**src/rtl/fib_fill_ctrl_pkg.sv**
```systemverilog
// Shared definitions for the Fibonacci fill controller and its register file:
// FSM state encoding and default geometry.
package fib_fill_ctrl_pkg;

  localparam int RF_AW = 6;
  localparam int RF_DW = 32;

  typedef enum logic [2:0] {
    IDLE = 3'd0,
    W0   = 3'd1,
    W1   = 3'd2,
    RD   = 3'd3,
    ADD  = 3'd4,
    DONE = 3'd5
  } state_e;

endpackage

```
**src/rtl/fib_fill_ctrl.sv**
```systemverilog
// Fills consecutive register-file entries with f[i] = f[i-1] + f[i-2], reading
// f[i-2] back through the register file and keeping f[i-1] locally.
module fib_fill_ctrl
  import fib_fill_ctrl_pkg::*;
#(
  parameter int AW = RF_AW,
  parameter int DW = RF_DW
) (
  input  logic          clk,
  input  logic          rst_n,
  input  logic          start,
  input  logic [DW-1:0] seed0,
  input  logic [DW-1:0] seed1,
  input  logic [AW:0]   len,
  output logic [AW-1:0] rf_raddr,
  input  logic [DW-1:0] rf_rdata,
  output logic [AW-1:0] rf_waddr,
  output logic [DW-1:0] rf_wdata,
  output logic          rf_wena,
  output logic          busy,
  output logic          done,
  output logic          ovf,
  output logic [DW-1:0] last_val
);

  localparam logic [AW:0] ONE     = (AW+1)'(1);
  localparam logic [AW:0] TWO     = (AW+1)'(2);
  localparam logic [AW:0] LEN_MAX = (AW+1)'(1 << AW);

  state_e        state_q, state_d;
  // idx carries one extra bit so a full-depth run reaches its last address
  // without wrapping before the DONE decision.
  logic [AW:0]   idx_q, idx_d;
  logic [AW:0]   len_q, len_d;
  logic [DW-1:0] seed0_q, seed0_d;
  logic [DW-1:0] seed1_q, seed1_d;
  logic [DW-1:0] prev_q, prev_d;
  logic [DW-1:0] opa_q, opa_d;
  logic [DW-1:0] last_val_q, last_val_d;
  logic          ovf_q, ovf_d;
  logic [DW:0]   sum;

  assign sum = {1'b0, opa_q} + {1'b0, prev_q};

  // NOTE: sequential state uses non-blocking assignments so every flop
  // samples pre-edge values regardless of block ordering.
  always_ff @(posedge clk) begin
    if (!rst_n) begin
      state_q    <= IDLE;
      idx_q      <= '0;
      len_q      <= '0;
      seed0_q    <= '0;
      seed1_q    <= '0;
      prev_q     <= '0;
      opa_q      <= '0;
      last_val_q <= '0;
      ovf_q      <= 1'b0;
    end else begin
      state_q    <= state_d;
      idx_q      <= idx_d;
      len_q      <= len_d;
      seed0_q    <= seed0_d;
      seed1_q    <= seed1_d;
      prev_q     <= prev_d;
      opa_q      <= opa_d;
      last_val_q <= last_val_d;
      ovf_q      <= ovf_d;
    end
  end

  // NOTE: every signal gets a hold default before the case so no path
  // leaves it unassigned, which would otherwise infer a latch.
  always_comb begin
    state_d    = state_q;
    idx_d      = idx_q;
    len_d      = len_q;
    seed0_d    = seed0_q;
    seed1_d    = seed1_q;
    prev_d     = prev_q;
    opa_d      = opa_q;
    last_val_d = last_val_q;
    ovf_d      = ovf_q;
    case (state_q)
      IDLE, DONE: begin
        if (start) begin
          state_d    = W0;
          seed0_d    = seed0;
          seed1_d    = seed1;
          ovf_d      = 1'b0;
          last_val_d = '0;
          if (len < TWO)          len_d = TWO;
          else if (len > LEN_MAX) len_d = LEN_MAX;
          else                    len_d = len;
        end
      end
      W0: state_d = W1;
      W1: begin
        prev_d     = seed1_q;
        last_val_d = seed1_q;
        idx_d      = TWO;
        state_d    = (len_q > TWO) ? RD : DONE;
      end
      RD: begin
        opa_d   = rf_rdata;
        state_d = ADD;
      end
      ADD: begin
        ovf_d      = ovf_q | sum[DW];
        prev_d     = sum[DW-1:0];
        last_val_d = sum[DW-1:0];
        if (idx_q == len_q - ONE) begin
          state_d = DONE;
        end else begin
          idx_d   = idx_q + ONE;
          state_d = RD;
        end
      end
      default: state_d = IDLE;
    endcase
  end

  always_comb begin
    rf_raddr = '0;
    rf_waddr = '0;
    rf_wdata = '0;
    rf_wena  = 1'b0;
    busy     = 1'b0;
    done     = 1'b0;
    case (state_q)
      W0: begin
        rf_wena  = 1'b1;
        rf_wdata = seed0_q;
        busy     = 1'b1;
      end
      W1: begin
        rf_wena  = 1'b1;
        rf_waddr = AW'(1);
        rf_wdata = seed1_q;
        busy     = 1'b1;
      end
      RD: begin
        rf_raddr = AW'(idx_q - TWO);
        busy     = 1'b1;
      end
      ADD: begin
        rf_wena  = 1'b1;
        rf_waddr = AW'(idx_q);
        rf_wdata = sum[DW-1:0];
        busy     = 1'b1;
      end
      DONE:    done = 1'b1;
      default: ;
    endcase
  end

  assign ovf      = ovf_q;
  assign last_val = last_val_q;

endmodule

```
**config.mk**
```make
export PLATFORM = sky130hd
export DESIGN_NAME = fib_fill_ctrl
export DESIGN_NICKNAME = d
export VERILOG_FILES = /design/src/rtl/fib_fill_ctrl_pkg.sv /design/src/rtl/fib_fill_ctrl.sv
export SDC_FILE = /design/constraint.sdc
export NUM_CORES = 1
export LEC_CHECK = 0
export BUFFER_PORTS_ARGS = -buffer_cell sky130_fd_sc_hd__buf_2
export CORE_ASPECT_RATIO = 0.9
export CORE_MARGIN = 2
export CORE_UTILIZATION = 59
export DETAILED_ROUTE_END_ITERATION = 10
export PLACE_DENSITY = 0.85
export SETUP_SLACK_MARGIN = 0.1
export SLEW_MARGIN = 10
export SYNTH_ARGS = -nofsm -noshare
export SYNTH_HDL_FRONTEND = slang
export SYNTH_SLANG_ARGS = --single-unit
```
**constraint.sdc**
```tcl
create_clock -name clk -period 6.95 [get_ports clk]
set_clock_uncertainty 0.15 [all_clocks]
set_input_delay 2.085 -clock clk [delete_from_list [all_inputs] [get_ports clk]]
set_output_delay 2.085 -clock clk [all_outputs]
set_load 0.02 [all_outputs]
```
==> metrics.md <==
| Metric | Value |
|---|---|
| Area of the multi-input gates | `4870 um^2` |
| Final core utilization | `0.707` |
| Pre-Repair DR Iteration Count | `6` |
| Main synth FF type | `dfxtp_1` |
| CTS Buf Count | `17` |
| Synth Instances | `1,152` |
| Max stage delay on crit path | `0.47 ns` |
| Die X | `132 um` |
| Tmin final | `5.80 ns` |
| Routability congestion estimate | `0.963` |
| # rows | `42` |
| Largest net degree at the start of global routing | `114` |
| Flops & latches, synth | `178` |
| Final hold viol count | `0` |
| CP endpoint kind | `primary output` |
| Worst Path Required | `4.72 ns` |
| Core area | `14,600 um^2` |
| Final worst-path cycle share | `0.835` |
| Final net count | `1,437` |
| Final Max Slew Viols | `0` |
| # IOs | `186` |
| Area contributors post-synth | `dfxtp_1 (41%), nand2_1 (15%), a21oi_1 (10%), ha_1 (5.3%), xnor2_1 (2.9%)` |
| Status | `finished clean` |
| Setup WS pre-CTS | `1.69 ns` |
| H-tree depth | `4` |
| Power per cell area | `226 nW/um^2` |
| Hold depth | `2` |
| Post-cts sizing count | `0` |
| Vias in the first global route | `7,617` |
| Register area share after synthesis | `0.407` |
| 1st-iter DRT viols | `960` |
| Via count | `8,808` |
| Count leader, synth | `nand2_1` |
| Post-CTS Setup Repair Bufs | `0` |
| Syn-to-layout area delta | `18.1%` |
| Slew headroom | `0.203` |
| Total power | `2.33 mW` |
| Fin Hold WS | `0.304 ns` |
| Placed cells | `1,472` |
| Largest area contributor in the netlist | `dfxtp_1` |
| CP max-delay cell | `a32oi_1` |
| Routed wire length | `26,100 um` |
| Filler cell count | `1,266` |
| Number of synthesized flops with an enable pin | `0` |
| Flop2flop setup slack | `3.71 ns` |
| DRC errors left | `0` |
| Worst path most repeated cell | `a21oi_1` |
| CP Launch Type | `register` |
| Ys Warns | `0` |
| Top-area cell type share of the netlist area | `0.407` |
| Register clock-pin slew on the reported worst setup and hold paths | `0.07 ns` |
| IO buf count | `185` |
| CP Cell Sequence | `ha_1, inv_1, fa_1, and2b_1, o211ai_1, a31oi_1, a21oi_1, a21oi_1, o21ai_0, mux2i_1, a32oi_1, nand2_1, buf_2` |
| Root buffer cell | `clkbuf_16` |
| Share of async-settable or async-resettable flops after synthesis | `0` |
| Fin Setup TNS | `0 ns` |
| Layout cells sized above 1 | `0.188` |
| R2R cell count | `12` |
| Via-to-Cell Ratio | `5.86` |
| Total grt overflow | `0` |
| FF-to-FF Start | `prev_q[0]` |
| Antenna cells | `0` |
| CTS tree | `yes` |
| Post-route setup slack | `1.15 ns` |
| Critical Path AT | `3.57 ns` |
| Detailed Place HPWL | `18,200 um` |
| Most frequent cells after synthesis | `nand2_1 (342), a21oi_1 (183), dfxtp_1 (178)` |
| Die area | `15,800 um^2` |
| Final Cell Area | `10,300 um^2` |
| Worst skew pair latency | `0.44 ns` |
| Sequential cell area | `3560 um^2` |
| Netlist cell types | `63` |
| Post-Syn Area | `8750 um^2` |
| Hold_buf cts | `0` |
| First-pass GRT wire length | `40,400 um` |
| Kind of critical path | `reg -> out` |
| FF-to-FF End | `last_val[30]` |
| Measured slew at the worst slew-check pin | `1.19 ns` |
| Wirelength per Cell | `17.3 um` |
| VDD IR max | `181 uV` |
| Unrepaired setup endpoints after global routing | `no` |
| Dpl cell area | `9730 um^2` |
| CTS Sinks | `178` |
| Avg Cell Area, Syn | `7.60 um^2` |
| Clk buf depth | `2` |
| Initial core utilization | `0.599` |
| Max Cap Viol | `0` |
| Non-Filler Instances | `1,504` |
| Hold path start | `last_val[19]` |
| CP max FO | `4` |
| Hold path endpoint | `last_val[19]` |
| DRT antenna net count | `0` |
| Total track usage | `0.325` |
| Fmax | `0.172 GHz` |
| Hold crit path type | `reg -> reg` |
| Leakage | `4.64 nW` |
| Die Height | `120 um` |
| Setup-failing EPs final | `0` |
| Antenna violations before repair | `0` |
| Post-Syn Nets | `1,296` |
registers in the layout, indices dropped and copies added (netlist names):
signal / cells
state_q: 3
last_val: 32
ovf: 1
len_q: 7
idx_q: 7
seed1_q: 32
seed0_q: 32
opa_q: 32
prev_q: 32
cells by family (layout without fill, tap and decap cells):
family	Yosys count	in the layout	share of synthesized area
AND/OR/NAND/NOR	482	482	0.232
AO/OA/AOI/OAI	320	320	0.220
flip-flops	178	178	0.407
buffers and inverters	87	241	0.0380
XOR/XNOR	41	41	0.0410
adder cells (fa/ha/maj)	38	38	0.0552
multiplexers	6	6	0.00701
how the worst max path moves through the flow:
stage / start / endpoint / slack, ns / depth (start not counted)
after floorplan: prev_q[0] / rf_wdata[28] / 2.00 / 12
after global placement: prev_q[0] / rf_wdata[30] / 1.79 / 13
after detailed placement: prev_q[0] / rf_wdata[30] / 1.69 / 13
after CTS: prev_q[0] / rf_wdata[30] / 1.22 / 13
after global routing: opa_q[0] / rf_wdata[30] / 0.91 / 13
final: prev_q[0] / rf_wdata[30] / 1.15 / 13
power by group:
part | internal, mW | leakage (nW) | switching (mW)
combinational | 0.0866 | 2.90 | 0.169
clock | 0.543 | 0.292 | 0.444
sequential | 1.06 | 1.45 | 0.0299
total | 1.69 | 4.64 | 0.643
area by class of cell:
class	count	share of cell area
Multi-Input combinational cell	887	0.471
Clock buffer	18	0.0415
Tap cell	198	0.0240
Sequential cell	178	0.345
Clock inverter	14	0.0167
Inverter	15	0.00569
Timing Repair Buffer	194	0.0961
per-layer routing:
layer  share of wire  global-route usage  wire length (um)  vias to the layer above
met2            0.42               0.460             10900                      418
met4           0.015              0.0753               379                        0
met3            0.11              0.0967              2890                       42
li1                -                   -                 -                     4249
met1            0.46               0.485             11900                     4099
met5               0                   0                 0                        -
placed cells by master, fill, tap and decap left out, types with 6 or more instances in the layout:
cell type,n
nand3b_1,6
buf_2,185
nand3_1,29
dfxtp_1,178
inv_1,14
a21oi_1,183
nor2_1,46
a31oi_1,22
nand2_1,342
xor2_1,12
xnor2_1,29
nor3_1,8
clkbuf_16,17
a22oi_1,25
a21o_1,19
buf_4,9
ha_1,37
and3_1,11
nor2b_1,8
o21ai_0,23
critical path: cells and delay by family (launching register included):
family                     cells  cell delay (ns)
muxes                          1             0.14
DFF                            1             0.34
and+or+nand+nor                2             0.35
buffers and inverters          2             0.24
AOI/OAI and AO/OA              6             1.48
adders and majority gates      2             0.58
Power figures use the tool's default switching activity.
